==> src/rtl/soi_pkg.sv <==
// rtl/soi_pkg.sv - shared widths and record word layout for the SOI change logger
package soi_pkg;
   localparam int DROP_CNT_WIDTH = 16;
   localparam int DEF_WIDTH      = 8;
   localparam int DEF_DEPTH      = 16;
   localparam int DEF_TS_WIDTH   = 32;
   localparam int DEF_REC_WIDTH  = DEF_WIDTH + DEF_TS_WIDTH + 1;

   // Record word layout is {value, tstamp, lost}, MSB first.
   typedef struct packed {
      logic [DEF_WIDTH-1:0]    value;
      logic [DEF_TS_WIDTH-1:0] tstamp;
      logic                    lost;
   } soi_rec_t;

   function automatic logic [DEF_REC_WIDTH-1:0] rec_pack(input soi_rec_t rec);
      return rec;
   endfunction

   function automatic soi_rec_t rec_unpack(input logic [DEF_REC_WIDTH-1:0] word);
      return soi_rec_t'(word);
   endfunction
endpackage

==> src/rtl/soi_fifo.sv <==
// rtl/soi_fifo.sv - show-ahead synchronous FIFO accepting a push into a full queue when a pop coincides
module soi_fifo #(
   parameter int DW    = 8,
   parameter int DEPTH = 16
) (
   input  logic          clk,
   input  logic          rst,
   input  logic          push,
   input  logic [DW-1:0] wdata,
   input  logic          pop,
   output logic [DW-1:0] rdata,
   output logic          wr_accept,
   output logic          full,
   output logic          empty
);
   localparam int AW = $clog2(DEPTH);

   logic [AW:0]   wptr;
   logic [AW:0]   rptr;
   logic [DW-1:0] mem [DEPTH];
   logic          rd_en;

   assign empty     = (wptr == rptr);
   assign full      = (wptr[AW] != rptr[AW]) && (wptr[AW-1:0] == rptr[AW-1:0]);
   assign rd_en     = pop && !empty;
   assign wr_accept = push && (!full || rd_en);
   // Head is forced to zero when empty so outputs read as zero straight out of reset.
   assign rdata     = empty ? '0 : mem[rptr[AW-1:0]];

   always_ff @(posedge clk) begin
      if (wr_accept) begin
         mem[wptr[AW-1:0]] <= wdata;
      end
   end

   always_ff @(posedge clk or posedge rst) begin
      if (rst) begin
         wptr <= '0;
         rptr <= '0;
      end else begin
         if (wr_accept) wptr <= wptr + 1'b1;
         if (rd_en)     rptr <= rptr + 1'b1;
      end
   end
endmodule

==> src/rtl/soi_change_logger.sv <==
// rtl/soi_change_logger.sv - timestamps changes of a watched bus and queues records for a reader
module soi_change_logger
   import soi_pkg::*;
#(
   parameter int WIDTH    = DEF_WIDTH,
   parameter int DEPTH    = DEF_DEPTH,
   parameter int TS_WIDTH = DEF_TS_WIDTH
) (
   input  logic                      clk,
   input  logic                      rst,
   input  logic                      enable,
   input  logic [WIDTH-1:0]          soi,
   output logic                      rec_valid,
   input  logic                      rec_ready,
   output logic [WIDTH-1:0]          rec_value,
   output logic [TS_WIDTH-1:0]       rec_time,
   output logic                      rec_lost,
   output logic [DROP_CNT_WIDTH-1:0] drop_count
);
   localparam int REC_W = WIDTH + TS_WIDTH + 1;

   logic [TS_WIDTH-1:0] ts;
   logic [WIDTH-1:0]    prev;
   logic                first;
   logic                pending_lost;
   logic                event_hit;
   logic                accepted;
   logic                full;
   logic                empty;
   logic [REC_W-1:0]    wr_word;
   logic [REC_W-1:0]    rd_word;

   assign event_hit = enable && (first || (soi != prev));
   assign wr_word   = {soi, ts, pending_lost};
   assign rec_valid = !empty;
   assign {rec_value, rec_time, rec_lost} = rd_word;

   soi_fifo #(
      .DW    (REC_W),
      .DEPTH (DEPTH)
   ) u_fifo (
      .clk       (clk),
      .rst       (rst),
      .push      (event_hit),
      .wdata     (wr_word),
      .pop       (rec_ready),
      .rdata     (rd_word),
      .wr_accept (accepted),
      .full      (full),
      .empty     (empty)
   );

   always_ff @(posedge clk or posedge rst) begin
      if (rst) begin
         ts           <= '0;
         prev         <= '0;
         first        <= 1'b1;
         pending_lost <= 1'b0;
         drop_count   <= '0;
      end else begin
         ts <= ts + 1'b1;
         if (enable) begin
            prev  <= soi;
            first <= 1'b0;
         end
         if (event_hit) begin
            if (accepted) begin
               pending_lost <= 1'b0;
            end else begin
               pending_lost <= 1'b1;
               if (drop_count != '1) drop_count <= drop_count + 1'b1;
            end
         end
      end
   end

   logic unused_full;
   assign unused_full = full;
endmodule

==> config.mk <==
export PLATFORM = sky130hd
export DESIGN_NAME = soi_change_logger
export DESIGN_NICKNAME = d
export VERILOG_FILES = /design/src/rtl/soi_pkg.sv /design/src/rtl/soi_fifo.sv /design/src/rtl/soi_change_logger.sv
export SDC_FILE = /design/constraint.sdc
export NUM_CORES = 1
export LEC_CHECK = 0
export ABC_AREA = 1
export CAP_MARGIN = 20
export CORE_MARGIN = 2
export CORE_UTILIZATION = 35
export CTS_CLUSTER_DIAMETER = 40
export DETAILED_ROUTE_END_ITERATION = 8
export SETUP_SLACK_MARGIN = 0.02
export SYNTH_ARGS = -nofsm -noshare
export SYNTH_HDL_FRONTEND = slang
export SYNTH_SLANG_ARGS = --single-unit
==> constraint.sdc <==
create_clock -name clk -period 4.7 [get_ports clk]
set_clock_uncertainty 0.15 [all_clocks]
set_input_delay 0.94 -clock clk [delete_from_list [all_inputs] [get_ports clk]]
set_output_delay 0.94 -clock clk [all_outputs]
set_load 0.1 [all_outputs]
==> out/metrics.csv, run 1 <==
metric;value;unit
final hold vios;0;
Avg Cell Area, Syn;12.31;µm²
outcome;finished clean;
GPL Wtd Cong;0.8342;
largest net degree at the start of global routing;181;
Final ANT Viol Nets;0;
Via density;5.150;
worst reg2reg path depth;11;
top_reg_cell synth;edfxtp_1;
Resize count post-CTS;0;
total global routing overflow;0;
net switching fraction of the power;0.4134;
post-layout util;0.4241;
Min-Delay Path Depth;2;
Mapped Nets;2422;
PortBufs;69;
Max-Cap Viols;0;
vias in the first global route;19380;
Final Power;25.88;mW
synth warn;0;
register area;0.02141;mm²
leakage power;12.34;nW
global-route wire length before repair;113900;µm
adder-cell share of the synthesized area;0.002960;
worst vdd ir;625.7;µV
Final Cycle Share;0.9436;
internal power;15.18;mW
Ant. Diodes;0;
Pwr per Cell Area;729.3;mW/mm²
hold_sp;first$_DFFE_PP1P_;
complex-gate fraction of the synthesized area;0.1100;
initial antenna violation count;0;
Setup crit end kind;primary output;
routed wire length;73220;µm
Multi-input gate area;0.007383;mm²
most frequent cells in the layout;656 x edfxtp_1, 541 x nor2_1, 343 x o21ai_0, 164 x o211ai_1, 163 x nand2_1;
setup ws final;0.2651;ns
Clk pin slew, worst setup/hold paths;0.06;ns
drt pass-1 iters;5;
die height;294.8;µm
Layout area overhead;19.93;%
xor-xnor portion of the synthesized cell area;0.01361;
commonest non-fill, non-tap cell in the layout;edfxtp_1;
largest family of logic cells by synthesized area;simple AND/OR/NAND/NOR gates;
Net Sw Power;10.70;mW
timing endpoint of the critical path;rec_lost;
Initial Util;0.3536;
CP startpoint kind;flip-flop;
register area share after synthesis;0.7232;
Clock Sinks;724;
Post-synth EDFFs;656;
CTS buffer count;98;
Chip Width;294.8;µm
total number of vias;19080;
layout cells sized above 1;0.1136;
gr usage total;0.1697;
Die Area;0.08689;mm²
synthesized flop and latch total;724;
Slew Viols, Final;0;
Clock Power Share;0.279;
core box area;0.08369;mm²
Finished Cell Area;0.03549;mm²
hold_ws;0.3115;ns
RSZ-0062 raised after global routing;false;
fmax;225.5;MHz
Post-CTS Setup Repair Bufs;0;
Hold WC Path Type;reg -> reg;
placed cell count;3520;
pre-CTS setup slack;0.6483;ns
root buffer cell;clkbuf_16;
Combinational Power Share;0.426;
Synth Cell Area;0.02959;mm²
R2R setup slack;1.48;ns
capturing point of the worst reg2reg path;u_fifo.mem[6][30]$_DFFE_PP_;
Final nets;2505;
Flop pwr share;0.295;
DR WL/cell;19.77;µm
num ports;70;
Rows;106;
post-synthesis mux area share;0;
CP required;3.61;ns
Hold Buf Count CTS;0;
Synth cell types;29;
Mapped Cells;2403;
min Tclk post-route;4.435;ns
worst slew pin tran;0.9835;ns
Setup violations, final;0;
CTS H-tree depth;3;
fraction of registers with async set/reset;0.09392;
critical path fanouts, max;108;
clk buf depth;3;
Slew Limit Headroom;0.3423;
clk_lat worst skew;0.64;ns
simple-gate share of the synthesized area;0.1189;
fillers;7537;
R2R Path Start;u_fifo.rptr[1]$_DFFE_PP0P_;
CP startpoint;u_fifo.rptr[1]$_DFFE_PP0P_;
DRT iter0 DRCs;1689;
CP arrival;3.34;ns
Placed Area;0.03225;mm²
Residual DRC;0;
CTS tree;built;
Finished Layout Cells;3704;
Worst Setup Path Type;reg -> out;
detailed placement HPWL;40130;µm
total negative setup slack;0;ns
[critical path: stages (launching register included)]
cell      delay (ns)
dfrtp_4         0.44
buf_12          0.39
nand2_1         0.10
nand2_1         0.08
nor2_1          0.04
nand2_1         0.07
or2_2           0.53
buf_12          0.25
a21boi_1        0.52
buf_12          0.25
[registers in the layout (all words and copies together) (netlist names)]
signal        cells
pending_lost      1
ts               32
drop_count       16
first             1
u_fifo.rptr       5
prev              8
u_fifo.wptr       5
u_fifo.mem      656
[worst min path at each step]
stage,endpoint,slack (ns)
after detailed placement,first$_DFFE_PP1P_,0.30
after global placement,first$_DFFE_PP1P_,0.29
final,first$_DFFE_PP1P_,0.31
after CTS,first$_DFFE_PP1P_,0.31
after floorplan,first$_DFFE_PP1P_,0.28
after global routing,first$_DFFE_PP1P_,0.33
[cells by family after synthesis]
group,after synthesis
and+or+nand+nor,871
DFF,724
AOI/OAI and AO/OA,548
buffers and inverters,207
xor gates and xnor gates,46
adders and majority gates,7
[layer usage]
layer | share of wire | global-route usage | vias up
met5 | 0 | 0 | -
met4 | 0.026 | 0.06073 | 0
met3 | 0.058 | 0.02752 | 117
met2 | 0.49 | 0.2821 | 615
met1 | 0.43 | 0.2245 | 9486
li1 | - | - | 8858
[final cells by class]
cell class	instances	area share
Clock inverter	66	0.01876
Clock buffer	118	0.07266
Multi-Input combinational cell	1472	0.2080
Tap cell	1134	0.03998
Inverter	58	0.006557
Sequential cell	724	0.6034
Timing Repair Buffer	132	0.05063
[power groups by stage]
stage               clock, mW  combinational, mW  sequential, mW
floorplan                   0               7.19            7.75
global placement            0               11.0            7.76
detailed placement          0               11.1            7.77
CTS                      7.32               11.2            7.65
global route             7.59               11.8            7.68
finish                   7.22               11.0            7.65
[synthesized netlist by cell type (all sizes together), types with 28 or more instances]
master	n	area, µm²
nand2	164	618.1
nor2	558	2097
buf	78	440.4
inv	58	220.2
xor2	28	245.2
clkbuf	71	266.5
o21ai	343	1717
o211ai	164	1231
edfxtp	656	19700
nand3	104	520.5
dfrtp	67	1677
a21boi	41	307.8
No activity file was read; power rests on OpenSTA's default activity.
==> run 2, diff against run 1 <==
--- a/config.mk
+++ b/config.mk
@@ -6,7 +6,8 @@
 export NUM_CORES = 1
 export LEC_CHECK = 0
 export ABC_AREA = 1
-export CAP_MARGIN = 20
+export CAP_MARGIN = 30
+export CORE_ASPECT_RATIO = 0.7
 export CORE_MARGIN = 2
 export CORE_UTILIZATION = 35
 export CTS_CLUSTER_DIAMETER = 40
==> run 2 against run 1 <==
Against the previous run: power down 3.7%; sequential share of layout area is 1.1 points higher; design area is 1.9% lower; clock power is 15% lower; routed wire length grew 2.1%; die area about the same; global-route usage is 0.28 points higher; clock-buffer cell count is 23 lower; first-iteration DRC count up 18%.
==> out/metrics.csv, run 2 (synthesis results as in run 1) <==
metric;value;unit
Net Sw Power;10.63;mW
Max-Cap Viols;0;
Rows;89;
CTS tree;built;
Flop pwr share;0.310;
Ant. Diodes;0;
detailed placement HPWL;43400;µm
num ports;70;
Post-CTS Setup Repair Bufs;0;
Final Power;24.93;mW
CP startpoint kind;flip-flop;
worst slew pin tran;0.9822;ns
die height;247.3;µm
hold_ws;0.3108;ns
initial antenna violation count;1;
DRT iter0 DRCs;1994;
CP required;3.61;ns
layout cells sized above 1;0.1057;
routed wire length;74740;µm
Hold WC Path Type;reg -> reg;
outcome;finished clean;
critical path fanouts, max;50;
total global routing overflow;0;
Slew Viols, Final;0;
gr usage total;0.1724;
Layout area overhead;17.70;%
min Tclk post-route;4.499;ns
root buffer cell;clkbuf_16;
Final ANT Viol Nets;0;
critical path, cell by cell;inv_4 -> buf_4 -> o21ai_0 -> o211ai_1 -> nand3_1 -> a21boi_1 -> buf_12;
Setup violations, final;0;
largest net degree at the start of global routing;140;
leakage power;12.07;nW
internal power;14.30;mW
Slew Limit Headroom;0.3431;
Combinational Power Share;0.445;
CTS H-tree depth;3;
net switching fraction of the power;0.4263;
Die Area;0.08693;mm²
worst vdd ir;737.0;µV
Chip Width;351.5;µm
most frequent cells in the layout;656 x edfxtp_1, 541 x nor2_1, 343 x o21ai_0, 164 x o211ai_1, 163 x nand2_1;
Clock Power Share;0.245;
clk buf depth;3;
Initial Util;0.3524;
vias in the first global route;18690;
DR WL/cell;20.35;µm
Clock Sinks;724;
Pwr per Cell Area;715.8;mW/mm²
fmax;222.3;MHz
CP peak stage delay;0.51;ns
post-layout util;0.4148;
CP arrival;3.41;ns
total number of vias;19100;
fillers;7698;
global-route wire length before repair;114100;µm
Final Cycle Share;0.9572;
GPL Wtd Cong;0.8123;
CP max-delay cell;dfrtp_4;
commonest non-fill, non-tap cell in the layout;edfxtp_1;
total negative setup slack;0;ns
core box area;0.08396;mm²
Setup crit end kind;primary output;
Residual DRC;0;
final hold vios;0;
Clk pin slew, worst setup/hold paths;0.06;ns
Worst Setup Path Type;reg -> out;
PortBufs;69;
Via density;5.201;
drt pass-1 iters;6;
CTS buffer count;78;
max reg flops;656;
RSZ-0062 raised after global routing;false;
clk_lat worst skew;0.62;ns
Final nets;2490;
==> run 2: cell count changes in the layout (fill, tap and decap cells not counted), sizes merged <==
cell,before,now
clkbuf,118,95
clkinv,36,29
bufinv,8,5
clkinvlp,12,5
buf,105,110
==> run 2: layer usage <==
| metal | global-route usage | vias to the layer above | wire length, µm |
|---|---|---|---|
| met5 | 0 | - | 0 |
| met4 | 0.04085 | 0 | 1325 |
| met2 | 0.2579 | 692 | 33050 |
| met3 | 0.03460 | 96 | 5668 |
| li1 | - | 8814 | - |
| met1 | 0.2568 | 9495 | 34700 |
==> run 2: final timing paths <==
check / from / endpoint / slack [ns] / depth (start not counted)
setup / recovery: u_fifo.rptr[1]$_DFFE_PP0P_ / rec_time[15] / 0.20 / 7
setup reg to reg: u_fifo.rptr[0]$_DFFE_PP0P_ / u_fifo.mem[10][22]$_DFFE_PP_ / 1.33 / 10
hold reg to reg: first$_DFFE_PP1P_ / first$_DFFE_PP1P_ / 0.31 / 2
max in group asynchronous: rst / ts[0]$_DFF_PP0_ / 3.06 / 3
min in group asynchronous: rst / drop_count[12]$_DFFE_PP0P_ / 0.62 / 2
hold / removal: first$_DFFE_PP1P_ / first$_DFFE_PP1P_ / 0.31 / 2
==> run 2: power by group through the flow <==
stage | clock, mW | combinational (mW) | sequential (mW)
floorplan | 0 | 7.19 | 7.75
global placement | 0 | 11.1 | 7.83
detailed placement | 0 | 11.2 | 7.84
CTS | 6.22 | 11.2 | 7.71
global route | 6.47 | 11.8 | 7.75
finish | 6.11 | 11.1 | 7.72
==> run 2: cell type report <==
class | count | area, µm² | area share
flip-flops and latches | 724 | 21410 | 0.6148
multi-input cells | 1472 | 7383 | 0.2120
clock buffers | 95 | 2087 | 0.05992
repair buffers | 137 | 1784 | 0.05123
well taps | 1137 | 1423 | 0.04084
clock inverters | 49 | 500.5 | 0.01437
inverters | 58 | 237.7 | 0.006825
==> run 2: worst max-delay path, delay by kind of cell (launching register included) <==
| kind | cells | cell delay, ns |
|---|---|---|
| simple gates | 1 | 0.32 |
| flops | 1 | 0.51 |
| buf+inv | 3 | 1.13 |
| compound gates | 3 | 0.75 |
==> run 2: through the flow <==
step                instances  worst slack (ns)  instance area (µm²)
global route             3672           0.02954                34830
CTS                      3672           0.08587                34820
detailed placement       3528            0.4488                32240
finish                   3672            0.2012                34830
global placement         3527            0.4183                32230
floorplan                2403           0.04502                29590
==> run 2: repair_timing <==
item / in CTS / in global routing
endpoints found under the setup margin: 0 / 5
hold buffers: 0 / 0
resized for setup: 0 / 5
